File: src/rtl/frame_sched_pkg.sv
//------------------------------------------------------------------------------
// Module      : frame_sched_pkg
// Description : Shared types and default sizes for the frame scheduler.
// Revision    : 1.0 - initial release
//------------------------------------------------------------------------------
`default_nettype none

package frame_sched_pkg;

    localparam int DEF_NUM_REQ = 2;
    localparam int DEF_SKIP_W  = 4;
    localparam int DEF_CNT_W   = 16;

    typedef enum logic [1:0] {
        ST_IDLE   = 2'd0,
        ST_ACTIVE = 2'd1,
        ST_SKIP   = 2'd2
    } state_e;

    typedef struct packed {
        logic [23:0] pixel;
        logic        hsync;
        logic        vsync;
        logic        vde;
    } video_t;

endpackage

`default_nettype wire

File: src/rtl/frame_sched_rr_arbiter.sv
//------------------------------------------------------------------------------
// Module      : rr_arbiter
// Description : Round-robin one-hot pick starting after the last granted index.
// Revision    : 1.0 - initial release
//------------------------------------------------------------------------------
`default_nettype none

module rr_arbiter
    import frame_sched_pkg::*;
#(
    parameter int NUM_REQ = DEF_NUM_REQ
) (
    input  logic               clk,
    input  logic               arst,
    input  logic [NUM_REQ-1:0] req,
    input  logic               advance,
    output logic [NUM_REQ-1:0] gnt,
    output logic               valid
);

    localparam int PTR_W = $clog2(NUM_REQ);

    logic [PTR_W-1:0] ptr_q;
    logic [PTR_W-1:0] ptr_d;
    logic [PTR_W-1:0] hi_idx;
    logic [PTR_W-1:0] lo_idx;
    logic [PTR_W-1:0] pick_idx;
    logic             hi_found;
    logic             lo_found;

    // Descending scan: the lowest requester above the pointer wins, else the
    // lowest requester overall (wrap-around).
    always_comb begin
        hi_found = 1'b0;
        lo_found = 1'b0;
        hi_idx   = '0;
        lo_idx   = '0;
        for (int i = NUM_REQ - 1; i >= 0; i--) begin
            if (req[i]) begin
                lo_found = 1'b1;
                lo_idx   = PTR_W'(i);
                if (PTR_W'(i) > ptr_q) begin
                    hi_found = 1'b1;
                    hi_idx   = PTR_W'(i);
                end
            end
        end
        pick_idx = hi_found ? hi_idx : lo_idx;
        valid    = lo_found;
        for (int i = 0; i < NUM_REQ; i++) begin
            gnt[i] = lo_found && (pick_idx == PTR_W'(i));
        end
        ptr_d = (advance && lo_found) ? pick_idx : ptr_q;
    end

    always_ff @(posedge clk or posedge arst) begin
        if (arst) begin
            ptr_q <= PTR_W'(NUM_REQ - 1);
        end else begin
            ptr_q <= ptr_d;
        end
    end

endmodule

`default_nettype wire

File: src/rtl/frame_sched.sv
//------------------------------------------------------------------------------
// Module      : frame_sched
// Description : Grants whole video frames round-robin to consumers, skipping a
//               programmable number of frames between grants; gates sync lines.
// Revision    : 1.0 - initial release
//------------------------------------------------------------------------------
`default_nettype none

module frame_sched
    import frame_sched_pkg::*;
#(
    parameter int NUM_REQ = DEF_NUM_REQ,
    parameter int SKIP_W  = DEF_SKIP_W,
    parameter int CNT_W   = DEF_CNT_W
) (
    input  logic               clk,
    input  logic               arst,
    input  logic               en,
    input  logic [SKIP_W-1:0]  num_skip,
    input  logic [NUM_REQ-1:0] req,
    output logic [NUM_REQ-1:0] grant,
    output logic [NUM_REQ-1:0] done,
    output logic [CNT_W-1:0]   frame_cnt,
    input  logic [23:0]        pixel_data_in,
    input  logic               hsync_in,
    input  logic               vsync_in,
    input  logic               vde_in,
    output logic [23:0]        pixel_data_out,
    output logic               hsync_out,
    output logic               vsync_out,
    output logic               vde_out
);

    state_e             state_q,     state_d;
    logic [SKIP_W-1:0]  skip_cnt_q,  skip_cnt_d;
    logic [SKIP_W-1:0]  skip_lat_q,  skip_lat_d;
    logic [NUM_REQ-1:0] grant_q,     grant_d;
    logic [NUM_REQ-1:0] done_q,      done_d;
    logic [CNT_W-1:0]   frame_cnt_q, frame_cnt_d;
    logic               vsync_q,     vsync_d;
    logic               armed_q,     armed_d;
    video_t             vid_q,       vid_d;

    logic               sof;
    logic               do_arb;
    logic               advance;
    logic               active_d;
    logic [NUM_REQ-1:0] arb_gnt;
    logic               arb_valid;

    rr_arbiter #(
        .NUM_REQ (NUM_REQ)
    ) u_rr_arbiter (
        .clk     (clk),
        .arst    (arst),
        .req     (req),
        .advance (advance),
        .gnt     (arb_gnt),
        .valid   (arb_valid)
    );

    // armed_q blocks a false sof when vsync is already high at reset release.
    always_comb begin
        vsync_d     = vsync_in;
        armed_d     = armed_q | ~vsync_in;
        sof         = vsync_in & ~vsync_q & armed_q;

        state_d     = state_q;
        skip_cnt_d  = skip_cnt_q;
        skip_lat_d  = skip_lat_q;
        grant_d     = grant_q;
        done_d      = '0;
        frame_cnt_d = frame_cnt_q;
        advance     = 1'b0;
        do_arb      = 1'b0;

        if (sof) begin
            case (state_q)
                ST_IDLE: do_arb = 1'b1;
                ST_ACTIVE: begin
                    done_d = grant_q;
                    if (skip_lat_q == '0) begin
                        do_arb = 1'b1;
                    end else begin
                        state_d    = ST_SKIP;
                        skip_cnt_d = skip_lat_q - SKIP_W'(1);
                        grant_d    = '0;
                    end
                end
                ST_SKIP: begin
                    if (skip_cnt_q == '0) begin
                        do_arb = 1'b1;
                    end else begin
                        skip_cnt_d = skip_cnt_q - SKIP_W'(1);
                    end
                end
                default: do_arb = 1'b1;
            endcase
        end

        if (do_arb) begin
            if (en && arb_valid) begin
                state_d     = ST_ACTIVE;
                grant_d     = arb_gnt;
                skip_lat_d  = num_skip;
                frame_cnt_d = frame_cnt_q + CNT_W'(1);
                advance     = 1'b1;
            end else begin
                state_d = ST_IDLE;
                grant_d = '0;
            end
        end

        // Gate with the next state so a new frame passes from its sof cycle.
        active_d    = (state_d == ST_ACTIVE);
        vid_d.pixel = pixel_data_in;
        vid_d.hsync = hsync_in & active_d;
        vid_d.vsync = vsync_in & active_d;
        vid_d.vde   = vde_in & active_d;
    end

    always_ff @(posedge clk or posedge arst) begin
        if (arst) begin
            state_q     <= ST_IDLE;
            skip_cnt_q  <= '0;
            skip_lat_q  <= '0;
            grant_q     <= '0;
            done_q      <= '0;
            frame_cnt_q <= '0;
            vsync_q     <= 1'b0;
            armed_q     <= 1'b0;
            vid_q       <= '0;
        end else begin
            state_q     <= state_d;
            skip_cnt_q  <= skip_cnt_d;
            skip_lat_q  <= skip_lat_d;
            grant_q     <= grant_d;
            done_q      <= done_d;
            frame_cnt_q <= frame_cnt_d;
            vsync_q     <= vsync_d;
            armed_q     <= armed_d;
            vid_q       <= vid_d;
        end
    end

    assign grant          = grant_q;
    assign done           = done_q;
    assign frame_cnt      = frame_cnt_q;
    assign pixel_data_out = vid_q.pixel;
    assign hsync_out      = vid_q.hsync;
    assign vsync_out      = vid_q.vsync;
    assign vde_out        = vid_q.vde;

endmodule

`default_nettype wire

File: config.mk
export PLATFORM = sky130hd
export DESIGN_NAME = frame_sched
export DESIGN_NICKNAME = d
export VERILOG_FILES = /design/src/rtl/frame_sched_pkg.sv /design/src/rtl/frame_sched_rr_arbiter.sv /design/src/rtl/frame_sched.sv
export SDC_FILE = /design/constraint.sdc
export NUM_CORES = 1
export LEC_CHECK = 0
export CAP_MARGIN = 15
export CORE_ASPECT_RATIO = 0.8
export CORE_UTILIZATION = 40
export DETAILED_ROUTE_END_ITERATION = 10
export GPL_ROUTABILITY_DRIVEN = 1
export PLACE_DENSITY = 0.86
export SYNTH_ARGS = -nofsm -noshare
export SYNTH_HDL_FRONTEND = slang
export SYNTH_SLANG_ARGS = --single-unit
File: constraint.sdc
create_clock -name clk -period 2.39 [get_ports clk]
set_clock_uncertainty 0.1 [all_clocks]
set_input_delay 0.717 -clock clk [delete_from_list [all_inputs] [get_ports clk]]
set_output_delay 0.717 -clock clk [all_outputs]
set_load 0.02 [all_outputs]
Yosys cells after proc, flatten, opt, wreduce, memory -nomap -nowiden
Cells that the tools add are included.
{"block": "classes", "n_addsub": 3, "order_cmp": 2, "n_eq_ne": 6, "muxes": 31, "bitwise": 9, "n_reduce_logical": 12}
{"op": "two-way mux 2 bit", "count": 11}
{"op": "adder 16 x 1 -> 16 bit, second input constant", "count": 1}
{"op": "two-way mux 1 bit", "count": 16}
{"op": "zero test 4 bit", "count": 2}
{"op": "two-way mux 4 bit", "count": 2}
{"op": "one-hot mux 4 bit (2 select lines)", "count": 1}
{"op": "subtractor 4 x 1 -> 4 bit, second input constant", "count": 2}
{"op": "!= test 2 bit, second input constant", "count": 3}
{"op": "nonzero test 2 bit", "count": 3}
{"op": "AND 1 bit", "count": 5}
{"op": "== test 2 x 1 -> 1 bit, second input constant", "count": 2}
{"op": "logical AND 1 bit", "count": 4}
{"op": "AND reduction 4 bit", "count": 1}
{"op": "inverter 1 bit", "count": 3}
{"op": "AND reduction 3 bit", "count": 1}
{"op": "== test 2 bit, second input constant", "count": 1}
{"op": "greater-than comparator 1 bit, first input constant", "count": 2}
{"op": "one-hot mux 1 bit (2 select lines)", "count": 1}
{"op": "AND reduction 2 bit", "count": 1}
{"op": "OR 1 bit", "count": 1}
{"block": "totals", "register_bits": 60, "inputBits": 36, "out_inout_bits": 47, "elab_cells": 76}

Longest topological paths before layout
Gate-level depths: netlist of run 1.
{"block": "logic_depth", "word_depth": 10, "depth_mapped": 9, "mapped_depth_nobuf": 8}

Hierarchy
From an unflattened synthesis of run 1, not the netlist that was laid out.
{"block": "hier_totals", "cells_unflattened": 179, "area_unflattened_um2": 2270.9}
{"mod": "frame_sched", "instances": 1, "cells_each": 171, "area_each_um2": 2204.6, "seq_area_each_um2": 1476.4}
{"mod": "rr_arbiter", "instances": 1, "cells_each": 8, "area_each_um2": 66.3, "seq_area_each_um2": 26.3}

Worst setup path after synthesis of run 1
OpenSTA, ideal clock, no wires.
{"block": "synth_path", "path_type": "reg2reg", "startpoint": "reg state_q[0]", "endpoint": "reg skip_cnt_q[3]", "setup_time_ns": 0.120, "t_arrival_ns": 1.923, "required_time_ns": 2.170, "path_slack_ns": 0.246, "stages_incl_launch_ff": 9, "n_path_buf": 1, "synth_period_minus_slack_ns": 2.144, "cell_sequence": "dfrtp_1 -> inv_1 -> ha_1 -> buf_6 -> nor4b_4 -> a221oi_4 -> nand2_4 -> a2111o_1 -> o211a_1"}
{"block": "synth_via", "elab_chain_len": 3, "elab_cells_between_ends": 7, "cone_classes": "4 x eq/ne; 1 x mux; 2 x reduce/logical"}
{"item": "from (decl)", "line": "frame_sched.sv:34", "text": "state_e state_q, state_d;"}
{"item": "from (signal assigned)", "line": "frame_sched.sv:134", "text": "state_q <= state_d;"}
{"item": "== test 2 bit or == test 2 x 1 -> 1 bit (tied branches)", "line": "frame_sched.sv:78", "text": "case (state_q)"}
{"item": "!= test 2 bit (no source line) or nonzero test 2 bit (tied branches)"}
{"item": "AND reduction 4 bit (no source line)"}
{"item": "to (signal assigned)", "line": "frame_sched.sv:135", "text": "skip_cnt_q <= skip_cnt_d;"}
{"item": "to (decl)", "line": "frame_sched.sv:35", "text": "logic [SKIP_W-1:0] skip_cnt_q, skip_cnt_d;"}
Several ways; a longest one is shown, not always the timed one.
A chain may end at the register's enable or synchronous reset.

Worst setup path after layout of run 1
{"block": "layout_path", "startpoint": "reg frame_cnt_q[4], in the netlist frame_cnt[4]", "endpoint": "out frame_cnt[4]"}
{"item": "from (decl)", "line": "frame_sched.sv:39", "text": "logic [CNT_W-1:0] frame_cnt_q, frame_cnt_d;"}
{"item": "from (signal assigned)", "line": "frame_sched.sv:139", "text": "frame_cnt_q <= frame_cnt_d;"}
{"item": "to (decl)", "line": "frame_sched.sv:23", "text": "output logic [CNT_W-1:0] frame_cnt,"}
No word-level cell between the ends.

==> summary.md, run 1 <==
| Metric | Value |
|---|---|
| Outcome | complete, no violations |
| Most instantiated cells after synthesis | dfrtp_1 (59), nor2_1 (11), xnor2_1 (9) |
| Layout area overhead | 53.24% |
| CTS H-Tree Depth | 3 |
| PwrDens | 923.5 mW/mm^2 |
| Worst path depth | 1 |
| Rel. slew slack | 66.21% |
| FILL cells | 415 |
| Leakage Power | 1.597 nW |
| Final Critical Period | 2.273 ns |
| Endpoints failing hold | 0 |
| TritonCTS buffer count | 9 |
| Synth Warn # | 0 |
| Die height | 69.77 microns |
| EDFF count, synth | 0 |
| Cell area after synthesis | 0.002296 sq mm |
| 1st-iter DRT viols | 81 |
| Initial Utilization | 41.78% |
| Area leader, netlist | dfrtp_1 |
| Top post-synthesis cells by area | dfrtp_1 (64%), xnor2_1 (3.4%), mux2_2 (2.9%) |
| Min-Delay Startpoint | frame_cnt[15] |
| Setup WS post-layout | 0.1175 ns |
| Actual slew at the worst max-slew pin | 0.5027 ns |
| Critical path cell sequence | clkdlybuf4s50_1 |
| Slowest-stage cell, CP | clkdlybuf4s50_1 |
| Clock buffer depth | 2 |
| Prevailing post-synth register cell | dfrtp_1 |
| Hold buffer count at CTS | 0 |
| Vias per std cell | 4.706 |
| Rows | 24 |
| Post_cts resized | 0 |
| Via count | 1633 |
| I/O Pins | 83 |
| Final nets | 304 |
| Final period util | 95.08% |
| Post-Syn Instances | 165 |
| Final wirelength | 4683 microns |
| Crit Path Max Fanout | 5 |
| First-pass GRT wire length | 7721 microns |
| Clock root cell | clkbuf_8 |
| Average size of a mapped cell | 13.91 sq um |
| Dpl cell area | 0.003297 sq mm |
| Mapped Nets | 205 |
| Grt ovf | 0 |
| R2R Path End | vsync_out |
| Seq/Total Area, Yosys | 65.45% |
| Clk sinks | 60 |
| RSZ-0062 raised after global routing | no |
| Critical path capture point type | output pin |
| Max frequency | 440.0 MHz |
| Max cap viols | 0 |
| Netlist cell types | 37 |
| Worst r2r path cells | 8 |
| Number of diodes | 0 |
| Clk slew on worst S/H paths | 0.07 ns |
| Setup slack, reg-to-reg | 0.24 ns |
| Pre-CTS setup slack | -0.2077 ns |
| CP startpoint | frame_cnt[4] |
| CP Launch Type | register |
| PortBufs | 82 |
| CTS tree | yes |
| Clk_lat worst skew | 0.34 ns |
| Core footprint | 0.005495 sq mm |
| Vias in the first global route | 1648 |
| Worst EP arrival | 1.46 ns |
| Remaining antenna violation count after routing | 0 |
| Worst vdd ir | 0.5365 mV |
| Reg2reg start | state_q[0] |
| Critical path type | reg -> out |
| WL/cell | 13.50 microns |
| CP delay by family, top | buffers and inverters |
| Die span in x | 86.71 microns |
| Final setup violation count | 0 |
| Worst EP required | 1.57 ns |
| Flops & latches, synth | 60 |
| Largest net degree at the start of global routing | 26 |
| Post-synth ARST share | 100.0% |
| Hpwl dp | 3486 microns |
| Hold EP | frame_cnt[15] |
| Gpl congestion | 0.7539 |
| Crit path buffers/inverters | 1 |
| Die ar. | 0.006049 sq mm |
| Initial antenna violation count | 0 |
| Final instance area | 0.003518 sq mm |
| Layout cells sized above 1 | 14.50% |
| Post-synth top area share | 64.31% |
| Hold path depth | 1 |
| Count leader, synth | dfrtp_1 |
| Hold Path Class | reg -> reg |
| Gr usage total | 17.68% |
| DRC | 0 |
| Final Max Slew Viols | 0 |
| DR pass1 iterations | 4 |
| Max incr delay on CP | 0.65 ns |
| Post-CTS setup buffer count | 0 |
per-stage QoR:
step	utilization, %	cells	hold WS [ns]	total power, mW	TNS (ns)
3_3_place_gp	60.00	331	0.3629	2.263	-0.9688
3_5_place_dp	60.00	331	0.3630	2.299	-1.520
2_1_floorplan	-	165	0.3493	1.921	0
5_1_grt	64.03	347	0.4158	3.438	0
4_1_cts	64.03	347	0.3744	3.297	0
6_report	64.03	347	0.3670	3.249	0
registers in the layout (all words and copies together), names as in the netlist:
register,cells
vde_out,1
skip_lat_q,4
state_q,2
vsync_q,1
vsync_out,1
u_rr_arbiter.ptr_q,1
hsync_out,1
grant,2
done,2
pixel_data_out,24
skip_cnt_q,4
frame_cnt,16
armed_q,1
power by group:
part | switching [mW] | internal [mW]
combinational | 0.442 | 0.475
sequential | 0.165 | 1.19
clock | 0.382 | 0.593
final cells by class:
class | count | area (sq um) | share of cell area, %
Inverter | 7 | 26.28 | 0.7468
Timing Repair Buffer | 91 | 925.9 | 26.32
Tap cell | 78 | 97.59 | 2.774
Multi-Input combinational cell | 95 | 744.5 | 21.16
Clock inverter | 3 | 42.54 | 1.209
Clock buffer | 13 | 178.9 | 5.085
Sequential cell | 60 | 1503 | 42.71
worst max path at each step:
stage	end
floorplan	armed_q
global placement	frame_cnt[10]
detailed placement	frame_cnt[10]
CTS	frame_cnt[4]
global route	frame_cnt[10]
finish	frame_cnt[4]
kinds of logic after synthesis:
logic type	synth area share (%)
compound gates	5.286
xor+xnor	6.104
fa+ha+maj	2.180
buf+inv	2.125
flops	65.45
mux	4.687
simple gates	14.17
layer usage:
layer	share of wire (%)	global-route usage, %
met1	41	20.92
met2	49	26.63
met3	8.9	9.405
met4	1.4	7.778
met5	0	0
worst reg2reg max path: cells and delay by family, from the launching register on:
family,cells,cell delay (ns)
compound gates,2,0.69
simple gates,3,0.43
flops,1,0.37
buf+inv,2,0.22
fa+ha+maj,1,0.22
placed cells by master (no fill, tap or decap), types with 3 or more instances in the layout:
cell type        netlist  layout
clkdlybuf4s50_1        0      82
dfrtp_1               59      59
clkbuf_8               0      13
nor2_1                11      11
xnor2_1                9       9
xor2_1                 7       7
nand2_1                7       7
inv_1                  7       6
nand4_1                6       6
and3_1                 6       6
mux2_2                 6       6
buf_4                  1       6
o21ai_0                4       4
mux2i_1                4       4
ha_1                   4       4
nor3_1                 3       3
nand2b_1               3       3
nand3_1                3       3
a21o_1                 3       3
a21oi_1                3       3
buf_12                 0       3
No activity file was read; power rests on OpenSTA's default activity.
==> run 2: changes to the inputs <==
Settings changed: SYNTH_HIERARCHICAL set to 1.
==> run 2 against run 1 <==
Effect of this change: via count rose by 7.7%; power fell by 0.65%; combinational power fell by 2.9%; sequential power barely moved; worst hold slack improved by 0.0063 ns; die area fell by 1.1%; final cell count rose by 4.3%; critical path type unchanged; critical endpoint is now frame_cnt[3]; largest power group unchanged.
==> summary.md, run 2 <==
| Metric | Value |
|---|---|
| Actual slew at the worst max-slew pin | 0.3999 ns (-0.1028 ns) |
| Placed cell count | 346 (+4.5%) |
| PwrDens | 927.1 mW/mm^2 (+0.39%) |
| Gr usage total | 19.20% (+1.5 points) |
| Outcome | complete, no violations |
| Endpoints failing hold | 0 (unchanged) |
| Initial antenna violation count | 0 (unchanged) |
| Pre-CTS setup slack | -0.1551 ns (+0.05263 ns) |
| Number of diodes | 0 (unchanged) |
| Initial Utilization | 41.55% (-0.23 points) |
| Synth Warn # | 6 (+6) |
| Final wirelength | 5091 microns (+8.7%) |
| Layout cells sized above 1 | 13.38% (-1.1 points) |
| Max frequency | 439.9 MHz (about the same) |
| Critical path capture point type | output pin |
| Vias in the first global route | 1820 (+10%) |
| Most common cell after layout, fill and taps aside | clkdlybuf4s50_1 |
| Clock root cell | clkbuf_8 |
| Final Util | 63.71% (-0.31 points) |
| Crit path buffers/inverters | 1 (unchanged) |
| I/O Pins | 83 (unchanged) |
| Die span in x | 86.24 microns (-0.54%) |
| Final Max Slew Viols | 0 (unchanged) |
| Crit Path Max Fanout | 10 (+5) |
| Layout area overhead | 53.33% (about the same) |
| Mapped Nets | 219 (+6.8%) |
| WL/cell | 14.06 microns (+4.2%) |
| Largest net degree at the start of global routing | 34 (+31%) |
| Critical path type | reg -> out |
| Adder-cell share of the synthesized area | 2.204% (+0.024 points) |
| Cell area after synthesis | 0.002271 sq mm (-1.1%) |
| CP delay by family, top | buffers and inverters |
| Final Critical Period | 2.273 ns (+0.0006860 ns) |
| Rel. slew slack | 73.06% (+6.9 points) |
| Gpl congestion | 0.7780 (+3.2%) |
| Netlist cell types | 39 (+5.4%) |
| DR pass1 iterations | 4 (unchanged) |
| 1st-iter DRT viols | 110 (+36%) |
| Remaining antenna violation count after routing | 0 (unchanged) |
| Synth Area in Compound Gates | 5.950% (+0.66 points) |
| Most frequent cells in the layout | clkdlybuf4s50_1 (82), dfrtp_1 (58), nand2_1 (22), buf_4 (12) |
| Final setup violation count | 0 (unchanged) |
| Die ar. | 0.005985 sq mm (-1.1%) |
| Die height | 69.40 microns (-0.53%) |
| Leakage Power | 1.577 nW (-1.2%) |
| Post-synth top area share | 65.01% (+0.71 points) |
| Largest family of logic cells by synthesized area | simple AND/OR/NAND/NOR gates |
| Post-synthesis mux area share | 1.818% (-2.9 points) |
| Largest register FFs | 24 (unchanged) |
| Clk_lat worst skew | 0.33 ns (about the same) |
| Area leader, netlist | dfrtp_1 |
| Max cap viols | 0 (unchanged) |
| Via count | 1758 (+7.7%) |
| Seq/Total Area, Yosys | 66.17% (+0.72 points) |
| Clock buffer depth | 2 (unchanged) |
| Count leader, synth | dfrtp_1 |
| First-pass GRT wire length | 8604 microns (+11%) |
| Post-Syn Instances | 179 (+8.5%) |
| Hold Path Class | reg -> reg |
| Synth Area in XOR/XNOR | 5.785% (-0.32 points) |
| Post-CTS setup buffer count | 0 (unchanged) |
| DRC | 0 (unchanged) |
| CP Launch Type | register |
| Slowest-stage cell, CP | clkdlybuf4s50_1 |
| Rows | 24 (unchanged) |
| CTS tree | yes |
| Final period util | 95.11% (about the same) |
| Vias per std cell | 4.856 (+3.2%) |
| EDFF count, synth | 0 (unchanged) |
| Post-synthesis simple-gate area fraction | 15.37% (+1.2 points) |
| Post-synth ARST share | 100.0% (unchanged) |
| Max incr delay on CP | 0.66 ns (about the same) |
| Final nets | 319 (+4.9%) |
| Most instantiated cells after synthesis | dfrtp_1 (59), nand2_1 (22), nand3_1 (10), xnor2_1 (9), and3_1 (8) |
| Top post-synthesis cells by area | dfrtp_1 (65%), nand2_1 (3.6%), xnor2_1 (3.5%) |
| Hold Slack | 0.3733 ns (+0.006320 ns) |
| Hpwl dp | 3667 microns (+5.2%) |
| Worst EP required | 1.57 ns (about the same) |
| Flops & latches, synth | 60 (unchanged) |
| Core footprint | 0.005465 sq mm (-0.55%) |
| Worst EP arrival | 1.46 ns (about the same) |
| Average size of a mapped cell | 12.69 sq um (-8.8%) |
| Grt ovf | 0 (unchanged) |
| TritonCTS buffer count | 9 (unchanged) |
| Setup_tns | 0 ns (unchanged) |
| Clk slew on worst S/H paths | 0.07 ns (about the same) |
| Setup WS post-layout | 0.1168 ns (-0.0006860 ns) |
| CTS H-Tree Depth | 3 (unchanged) |
| PortBufs | 82 (unchanged) |
| Worst vdd ir | 0.4780 mV (-11%) |
| Prevailing post-synth register cell | dfrtp_1 |
| Clk sinks | 60 (unchanged) |
| Critical path cell sequence | clkdlybuf4s50_1 |
| RSZ-0062 raised after global routing | no |
| Final non-filler cell total | 362 (+4.3%) |
==> run 2: stage by stage <==
step	total power, mW	cell area [sq um]
2_1_floorplan	1.870	2271
3_3_place_gp	2.213	3264
3_5_place_dp	2.253	3264
4_1_cts	3.250	3481
5_1_grt	3.427	3482
6_report	3.228	3482
==> run 2: cells by family (layout without fill, tap and decap cells) <==
family / Yosys count / after routing
AND/OR/NAND/NOR: 64 / 64
AO/OA/AOI/OAI: 19 / 19
buffers and inverters: 13 / 118
multiplexers: 4 / 4
adder cells (fa/ha/maj): 4 / 4
flip-flops: 60 / 60
XOR/XNOR: 15 / 15
==> run 2: cell type report <==
cell class              count  area, sq um
clock inverters             5        75.07
clock buffers              11        141.4
inverters                   7        26.28
flip-flops and latches     60         1504
well taps                  78        97.59
fillers                   429         1983
multi-input cells         106        706.9
repair buffers             95        930.9
==> run 2: power breakdown <==
part | switching, mW | total, mW | internal [mW]
combinational | 0.453 | 0.890 | 0.436
clock | 0.371 | 0.981 | 0.610
sequential | 0.164 | 1.36 | 1.19
==> run 2: worst paths after layout <==
path                                 endpoint  cells past startpoint  slack, ns           from
setup / recovery                 frame_cnt[3]                      1       0.12   frame_cnt[3]
hold / removal                  frame_cnt[15]                      1       0.37  frame_cnt[15]
setup reg to reg                skip_cnt_q[3]                      6       0.27     state_q[0]
hold reg to reg                 frame_cnt[15]                      1       0.37  frame_cnt[15]
max in group asynchronous       frame_cnt[13]                      3       1.16           arst
min in group asynchronous  u_rr_arbiter/ptr_q                      2       0.64           arst
==> run 2: what timing repair did <==
item,in CTS,in global routing
endpoints found under the hold margin,0,0
setup endpoints to repair,0,1
gates resized for setup,0,1
hold buffers,0,0
==> run 2: layer usage <==
layer  GRT usage (%)  share of wire, %  up-vias
li1                -                 -      814
met4           7.407               1.6        0
met2           30.42                49       68
met1           23.20                42      866
met3           8.214               7.3       10
met5               0                 0        -
==> RTL edit: new RTL, settings of run 1 <==
Change the package constant `DEF_NUM_REQ` from 2 to 4.
--- a/src/rtl/frame_sched_pkg.sv
+++ b/src/rtl/frame_sched_pkg.sv
@@ -8,5 +8,5 @@
 package frame_sched_pkg;
 
-    localparam int DEF_NUM_REQ = 2;
+    localparam int DEF_NUM_REQ = 4;
     localparam int DEF_SKIP_W  = 4;
     localparam int DEF_CNT_W   = 16;
Ports: changed (resized done, grant and req); port bits go from 83 to 89. No check against the original RTL was run, so the function may have changed too.
==> RTL edit against run 1 <==
The run now ends with negative setup slack left. Sequential cell count increased by 5. Clock power grew 17%. Total power is 31% higher. Synthesized cell count rose by 16%. Design area up 20%. Area after synthesis grew 9.8%. Utilization is 6.1 points higher. Routed wire length up 32%. Worst setup slack worse by 0.20 ns. Critical path type is now reg -> reg. Largest cell class unchanged. Highest routed layer unchanged.
==> RTL edit: results (changes against run 1) <==
synthXorXnorAreaFrac_pct: 5.21  # was 6.10%
wl_met1_um: 2540  # was 1920 um
critPathKind: "reg -> reg"  # was reg -> out
cp.arrival_ns: 2.64  # was 1.46 ns
regToRegEndpoint: "vde_out$_DFF_PP0_"  # was vsync_out$_DFF_PP0_
gp_congestion: 0.800  # was 0.754
grt_pass1_vias: 2021  # was 1648
grt_pass1_wl_um: 9870  # was 7720 um
final.fill_count: 428  # was 415
grt_start_max_net_pins: 39  # was 26
use_met3_pct: 5.52  # was 9.40%
grtUsageMet1_pct: 23.4  # was 20.9%
hpwlAfterDp_um: 4140  # was 3490 um
critPathSlowestCell: "dfrtp_1"  # was clkdlybuf4s50_1
p_total_mw: 4.24  # was 3.25 mW
cts_setup_buffers: 15  # was 0
p_leak_nw: 1.92  # was 1.60 nW
slowest_delay_ns: 0.38  # was 0.65 ns
vias_per_cell: 4.89  # was 4.71
reg2reg_depth: 16  # was 8
synthMuxAreaShare_pct: 3.87  # was 4.69%
violations: "negative setup slack"
netlist_instances: 191  # was 165
portBuffers: 88  # was 82
dp.cells: 378  # was 331
sw_frac_of_total_pct: 31.2  # was 30.4%
status: "complete, but fails checks"  # was finished, final reports clean
synthDistinctLibCells: 43  # was 37
synth.area.top_cells: "dfrtp_1 63%, xnor2_1 3.1%, mux2_2 2.7%"  # was dfrtp_1 64%, xnor2_1 3.4%, mux2_2 2.9%
final_net_count: 367  # was 304
setup_viol: 14  # was 0
crit_fanout: 3  # was 5
drive_above_1_share_pct: 26.7  # was 14.5%
use_met2_pct: 35.3  # was 26.6%
slew_headroom_pct: 69.6  # was 66.2%
wl_per_cell_um: 15.0  # was 13.5 um
worst_slack_ns: -0.0860  # was 0.117 ns
cts.repair.resized: 9  # was 0
synth_commonest_cells: "63 x dfrtp_1, 11 x inv_1, 10 x nand2_1"  # was 59 x dfrtp_1, 11 x nor2_1, 9 x xnor2_1
preCtsSetupSlack_ns: -0.355  # was -0.208 ns
==> RTL edit: cell types whose count changed in the layout (fill, tap and decap cells not counted), moves of 4 or more <==
cell             change
buf_4               +28
and2_1               +7
clkdlybuf4s50_1      +6
nor2_1               -6
mux2_2               -5
mux2_4               +5
and3_1               -4
dfrtp_1              +4
nand4_1              -4
nor3_4               +4
==> RTL edit: final cells by class <==
| type | instances | area [sq um] | area share (%) |
|---|---|---|---|
| Inverter | 11 | 45.0 | 1.07 |
| Clock inverter | 6 | 113 | 2.67 |
| Multi-Input combinational cell | 112 | 988 | 23.5 |
| Timing Repair Buffer | 126 | 1200 | 28.5 |
| Tap cell | 81 | 101 | 2.41 |
| Clock buffer | 10 | 138 | 3.27 |
| Sequential cell | 65 | 1630 | 38.7 |
==> RTL edit: worst max-delay path: cells and delay by family (launching register included) <==
kind / cells / cell delay (ns)
buffers and inverters: 13 / 1.52
DFF: 1 / 0.38
AOI/OAI and AO/OA: 2 / 0.28
and+or+nand+nor: 1 / 0.12
